==> config.mk <==
export PLATFORM = sky130hd
export DESIGN_NAME = uart_tx_arbiter
export DESIGN_NICKNAME = d
export VERILOG_FILES = /design/src/rtl/uart_pkg.sv /design/src/rtl/uart_rr_pick.sv /design/src/rtl/uart_tx_arbiter.sv
export SDC_FILE = /design/constraint.sdc
export NUM_CORES = 1
export LEC_CHECK = 0
export BUFFER_PORTS_ARGS = -buffer_cell sky130_fd_sc_hd__buf_2
export CAP_MARGIN = 10
export CELL_PAD_IN_SITES_DETAIL_PLACEMENT = 1
export CELL_PAD_IN_SITES_GLOBAL_PLACEMENT = 2
export CORE_MARGIN = 2
export CORE_UTILIZATION = 28
export CTS_CLUSTER_DIAMETER = 150
export DETAILED_ROUTE_END_ITERATION = 10
export HOLD_SLACK_MARGIN = 0.05
export PLACE_DENSITY = 0.93
export REMOVE_ABC_BUFFERS = 1
export SLEW_MARGIN = 15
export SYNTH_ARGS = -nofsm -noshare
export SYNTH_HDL_FRONTEND = slang
export SYNTH_SLANG_ARGS = --single-unit
==> constraint.sdc <==
create_clock -name clk -period 4 [get_ports clk]
set_clock_uncertainty 0.05 [all_clocks]
set_input_delay 0 -clock clk [delete_from_list [all_inputs] [get_ports clk]]
set_output_delay 0 -clock clk [all_outputs]
set_load 0.01 [all_outputs]
==> src/rtl/uart_pkg.sv <==
// Shared UART definitions: data width, bit period, arbiter FSM state codes and a width helper.
package uart_pkg;

    localparam int UART_DATA_W = 8;
    localparam int BAUD_BIT    = 1667;

    typedef enum logic [1:0] {
        ARB_IDLE      = 2'd0,
        ARB_START     = 2'd1,
        ARB_WAIT_BUSY = 2'd2,
        ARB_WAIT_DONE = 2'd3
    } arb_state_t;

    // Index width that stays legal (>= 1 bit) even for a single requester.
    function automatic int idx_width(input int n);
        return (n > 1) ? $clog2(n) : 1;
    endfunction

endpackage

==> src/rtl/uart_rr_pick.sv <==
// Masked priority pick: first set bit of req scanning upward from mask_ptr with wrap.
module uart_rr_pick #(
    parameter int N     = 2,
    parameter int IDX_W = 1
) (
    input  logic [N-1:0]     req,
    input  logic [IDX_W-1:0] mask_ptr,
    output logic [N-1:0]     grant,
    output logic [IDX_W-1:0] idx,
    output logic             any
);

    int pos;

    // NOTE: every combinational output gets a default before the scan so no latch is inferred.
    always_comb begin
        grant = '0;
        idx   = '0;
        any   = 1'b0;
        pos   = 0;
        for (int k = 0; k < N; k++) begin
            pos = int'(mask_ptr) + k;
            if (pos >= N) begin
                pos = pos - N;
            end
            if (!any && req[pos]) begin
                any        = 1'b1;
                grant[pos] = 1'b1;
                idx        = IDX_W'(pos);
            end
        end
    end

endmodule

==> src/rtl/uart_tx_arbiter.sv <==
// Shares one UART transmitter among NUM_REQ byte sources with frame lock and busy timeout.
// Define UART_ARB_FIXED_PRIO_EN for lowest-index-wins arbitration instead of round-robin.
module uart_tx_arbiter
    import uart_pkg::*;
#(
    parameter int NUM_REQ      = 2,
    parameter int BUSY_TIMEOUT = 16
) (
    input  logic                             clk,
    input  logic                             rst_n,
    input  logic [NUM_REQ-1:0]               req_valid,
    input  logic [UART_DATA_W*NUM_REQ-1:0]   req_data,
    input  logic [NUM_REQ-1:0]               req_last,
    output logic [NUM_REQ-1:0]               req_ready,
    output logic                             tx_start,
    output logic [UART_DATA_W-1:0]           to_tx,
    input  logic                             tx_busy,
    output logic [idx_width(NUM_REQ)-1:0]    grant_id,
    output logic                             arb_busy,
    output logic                             timeout_err
);

    localparam int ID_W  = idx_width(NUM_REQ);
    localparam int CNT_W = idx_width(BUSY_TIMEOUT);

    arb_state_t             state;
    arb_state_t             state_nxt;
    logic                   lock;
    logic [CNT_W-1:0]       tmo_cnt;
    logic [NUM_REQ-1:0]     cand;
    logic [NUM_REQ-1:0]     pick_grant;
    logic [ID_W-1:0]        pick_idx;
    logic [ID_W-1:0]        pick_ptr;
    logic                   pick_any;
    logic                   accept;
    logic                   tmo_hit;
    logic [UART_DATA_W-1:0] data_sel;

    // While a frame is open only its owner may compete.
    assign cand     = lock ? (req_valid & (NUM_REQ'(1) << grant_id)) : req_valid;
    assign data_sel = req_data[UART_DATA_W*pick_idx +: UART_DATA_W];
    assign arb_busy = (state != ARB_IDLE) || lock;

    uart_rr_pick #(
        .N     (NUM_REQ),
        .IDX_W (ID_W)
    ) u_pick (
        .req      (cand),
        .mask_ptr (pick_ptr),
        .grant    (pick_grant),
        .idx      (pick_idx),
        .any      (pick_any)
    );

`ifdef UART_ARB_FIXED_PRIO_EN
    assign pick_ptr = '0;
`else
    logic [ID_W-1:0] rr_ptr;
    logic            rr_advance;

    assign pick_ptr   = rr_ptr;
    assign rr_advance = (state == ARB_WAIT_DONE) && !tx_busy && !lock;

    always_ff @(posedge clk) begin
        if (!rst_n) begin
            rr_ptr <= '0;
        end else if (rr_advance) begin
            rr_ptr <= (grant_id == ID_W'(NUM_REQ - 1)) ? '0 : grant_id + 1'b1;
        end
    end
`endif

    always_comb begin
        state_nxt = state;
        req_ready = '0;
        accept    = 1'b0;
        tx_start  = 1'b0;
        tmo_hit   = 1'b0;
        case (state)
            ARB_IDLE: begin
                // An external user holding tx_busy also blocks new grants.
                if (rst_n && !tx_busy) begin
                    req_ready = pick_grant;
                    accept    = pick_any;
                end
                if (accept) begin
                    state_nxt = ARB_START;
                end
            end
            ARB_START: begin
                tx_start  = 1'b1;
                state_nxt = ARB_WAIT_BUSY;
            end
            ARB_WAIT_BUSY: begin
                // Counter reaches BUSY_TIMEOUT-1 on the same edge the error is flagged,
                // which lands the flag exactly BUSY_TIMEOUT cycles after tx_start rose.
                if (tx_busy) begin
                    state_nxt = ARB_WAIT_DONE;
                end else if (tmo_cnt == CNT_W'(BUSY_TIMEOUT - 2)) begin
                    tmo_hit   = 1'b1;
                    state_nxt = ARB_IDLE;
                end
            end
            ARB_WAIT_DONE: begin
                if (!tx_busy) begin
                    state_nxt = ARB_IDLE;
                end
            end
            default: state_nxt = ARB_IDLE;
        endcase
    end

    // NOTE: synchronous reset lives inside the clocked block; all state uses non-blocking assignments.
    always_ff @(posedge clk) begin
        if (!rst_n) begin
            state <= ARB_IDLE;
        end else begin
            state <= state_nxt;
        end
    end

    always_ff @(posedge clk) begin
        if (!rst_n) begin
            to_tx       <= '0;
            grant_id    <= '0;
            lock        <= 1'b0;
            tmo_cnt     <= '0;
            timeout_err <= 1'b0;
        end else begin
            if (accept) begin
                to_tx    <= data_sel;
                grant_id <= pick_idx;
                lock     <= ~req_last[pick_idx];
            end
            if (state == ARB_START) begin
                tmo_cnt <= '0;
            end else if (state == ARB_WAIT_BUSY && !tx_busy) begin
                tmo_cnt <= tmo_cnt + 1'b1;
            end
            // A dead transmitter must not leave other requesters locked out.
            if (tmo_hit) begin
                timeout_err <= 1'b1;
                lock        <= 1'b0;
            end
        end
    end

endmodule
==> metrics.md <==
| Metric | Value |
|---|---|
| WL/cell | `15.8 microns` |
| Number of vias per cell | `5.05` |
| Die Span X | `59.9 microns` |
| Hold Crit Start | `rst_n` |
| 1st-iter DRT viols | `44` |
| CP Launch Type | `flop` |
| Warnings, synthesis | `0` |
| Area occupied by multi-input gates | `492 sq um` |
| Vias in the first global route | `1059` |
| Setup tns final | `0 ns` |
| Endpoints failing setup | `0` |
| Layout cells sized above 1 | `28.7%` |
| CTS root buf | `clkbuf_4` |
| GR Overflow Total | `0` |
| Fill count | `355` |
| Worst Setup End Kind | `flop` |
| Status | `finished clean` |
| Critical path origin | `lock$_SDFFE_PP0P_` |
| Area Overhead vs Synth | `58.2%` |
| RSZ-0062 raised after global routing | `false` |
| Worst-path clk slew | `0.11 ns` |
| Post-synthesis sequential area ratio | `41.3%` |
| Final #Nets | `184` |
| Leak | `0.680 nW` |
| Largest net degree at the start of global routing | `20` |
| Die Height | `59.9 microns` |
| RD Place Congestion | `0.824` |
| CTS Buf Count | `3` |
| DP Cell Count | `160` |
| CTS tree | `done` |
| Power, Total | `0.000411 W` |
| Max Cap Violations | `0` |
| Initial Utilization | `29.1%` |
| CTS Buffer Depth | `2` |
| Tcrit/Tclk final | `71.2%` |
| CP Max Fanout | `10` |
| Drc violations | `0` |
| CP required | `4.13 ns` |
| Initial antenna violation count | `0` |
| Worst Path Class, Setup | `flop to flop` |
| Peak Freq | `351 MHz` |
| Post-Layout Cell Count | `190` |
| R2r startpoint | `lock$_SDFFE_PP0P_` |
| Area of placed instances | `1080 sq um` |
| Global-route wire length before repair | `5.24 mm` |
| Worst-Margin Slew | `0.758 ns` |
| Post-synthesis cell area | `873 sq um` |
| Min-Delay Path Depth | `3` |
| Number of setup buffers added after CTS | `0` |
| Die area | `3580 sq um` |
| Hold Fails Final Rpt | `0` |
| Syn Area/Cell | `9.19 sq um` |
| Initial DRT Pass Iterations | `4` |
| Detailed Route WL | `3.00 mm` |
| Clk Latency, worst-skew pair | `0.30 ns` |
| # diodes | `0` |
| GRT Total Usage | `20.3%` |
| Synth unique cells | `30` |
| Core Rows | `20` |
| R2R cell count | `5` |
| VDD IR max | `147 uV` |
| Count of final max-slew check failures | `0` |
| # port buffers | `36` |
| Num Clock Sinks | `18` |
| CP Data Arrival Time | `2.98 ns` |
| ANT nets after route | `0` |
| Power Density | `297 nW/um^2` |
| Worst rel slew slack | `49.3%` |
| Total number of vias | `960` |
| FF/Latch Area | `360 sq um` |
| Fin crit period | `2.85 ns` |
| Dpl hpwl | `1.80 mm` |
| Worst Hold Class | `input port to flop` |
| Leading cell types in the layout, fill and taps excluded | `buf_2, dlygate4sd3_1, dfxtp_1, a21oi_1, nor2_1` |
| Final Util | `46.0%` |
| H-tree depth | `1` |
| Finished Cell Area | `1380 sq um` |
| Core area | `3000 sq um` |
| Post-synthesis cell count | `95` |
| FF+latch count, synth | `18` |
| I/O pin total | `37` |
| Commonest non-fill, non-tap cell in the layout | `buf_2` |
## synthesized netlist by cell type
cell type / count / area [sq um]
a211oi_1: 2 / 15.0
a211oi_4: 1 / 20.0
a21o_1: 1 / 7.51
a21oi_1: 12 / 60.1
a22o_1: 1 / 8.76
a22oi_1: 1 / 7.51
and3_1: 1 / 6.26
buf_2: 1 / 5.00
buf_6: 1 / 11.3
clkbuf_1: 2 / 7.51
dfxtp_1: 18 / 360
ha_1: 2 / 25.0
inv_1: 4 / 15.0
mux2i_1: 10 / 100
nand2_1: 3 / 11.3
nand2b_1: 2 / 12.5
nand4_1: 1 / 6.26
nor2_1: 11 / 41.3
nor2_2: 1 / 6.26
nor3_1: 1 / 5.00
nor3_2: 1 / 10.0
nor3b_1: 1 / 7.51
nor3b_2: 1 / 12.5
o21ai_0: 9 / 45.0
o311ai_1: 1 / 8.76
or3_1: 1 / 6.26
or4b_4: 1 / 13.8
or4bb_1: 1 / 11.3
xnor2_1: 1 / 8.76
xor2_1: 2 / 17.5
## registers in the layout, indices dropped and copies added, names as in the netlist
| signal | cells |
|---|---|
| grant_id | 1 |
| lock | 1 |
| pick_ptr | 1 |
| state | 2 |
| timeout_err | 1 |
| tmo_cnt | 4 |
| to_tx | 8 |
## path summary, 6_finish.rpt
check / to / slack [ns]
max: to_tx[5]$_SDFFE_PN0P_ / 1.15
min: tmo_cnt[2]$_SDFFE_PP0P_ / 0.06
max reg2reg: to_tx[5]$_SDFFE_PN0P_ / 1.15
min reg2reg: timeout_err$_SDFFE_PN0P_ / 0.44
## where the power goes
group          internal [W]   total, W  switching, W
clock network     0.0000351  0.0000936     0.0000585
registers          0.000190   0.000202     0.0000114
logic             0.0000627   0.000115     0.0000525
## repair_timing
item,4_1_cts,5_1_grt
endpoints found under the hold margin,10,0
setup endpoints to repair,0,0
hold buffers,27,0
resized for setup,0,0
## stage by stage
| step | hold WS [ns] | setup slack, ns |
|---|---|---|
| final | 0.0616 | 1.15 |
| after global routing | 0.0901 | 0.987 |
| after CTS | 0.0517 | 0.933 |
| after detailed placement | 0.251 | 2.00 |
| after global placement | 0.240 | 2.09 |
| after floorplan | 0.0726 | 1.83 |
## area by class of cell
type	count	share of cell area [%]
Multi-Input combinational cell	69	35.6
Timing Repair Buffer	63	32.6
Sequential cell	18	26.1
Tap cell	33	2.99
Clock buffer	3	1.63
Inverter	4	1.09
## kinds of logic after synthesis
group / count (synthesis) / share of synthesized area [%]
AOI/OAI and AO/OA: 28 / 19.8
DFF: 18 / 41.3
buffers and inverters: 8 / 4.44
xor gates and xnor gates: 3 / 3.01
adders and majority gates: 2 / 2.86
and+or+nand+nor: 26 / 17.2
muxes: 10 / 11.5
## metal layers
metal	up-vias	share of wire [%]	track usage, %
met5	-	0	0
met4	0	2.3	8.57
met3	6	2.9	4.11
met2	20	55	37.1
met1	469	39	22.3
li1	465	-	-
## worst max-delay path, cell delays in order (launching register included)
cell	delay, ns
dfxtp_1	0.44
o311ai_4	0.72
mux2i_1	0.26
dlygate4sd3_1	0.56
a21oi_1	0.07
dlygate4sd3_1	0.61
Power figures use the tool's default switching activity.
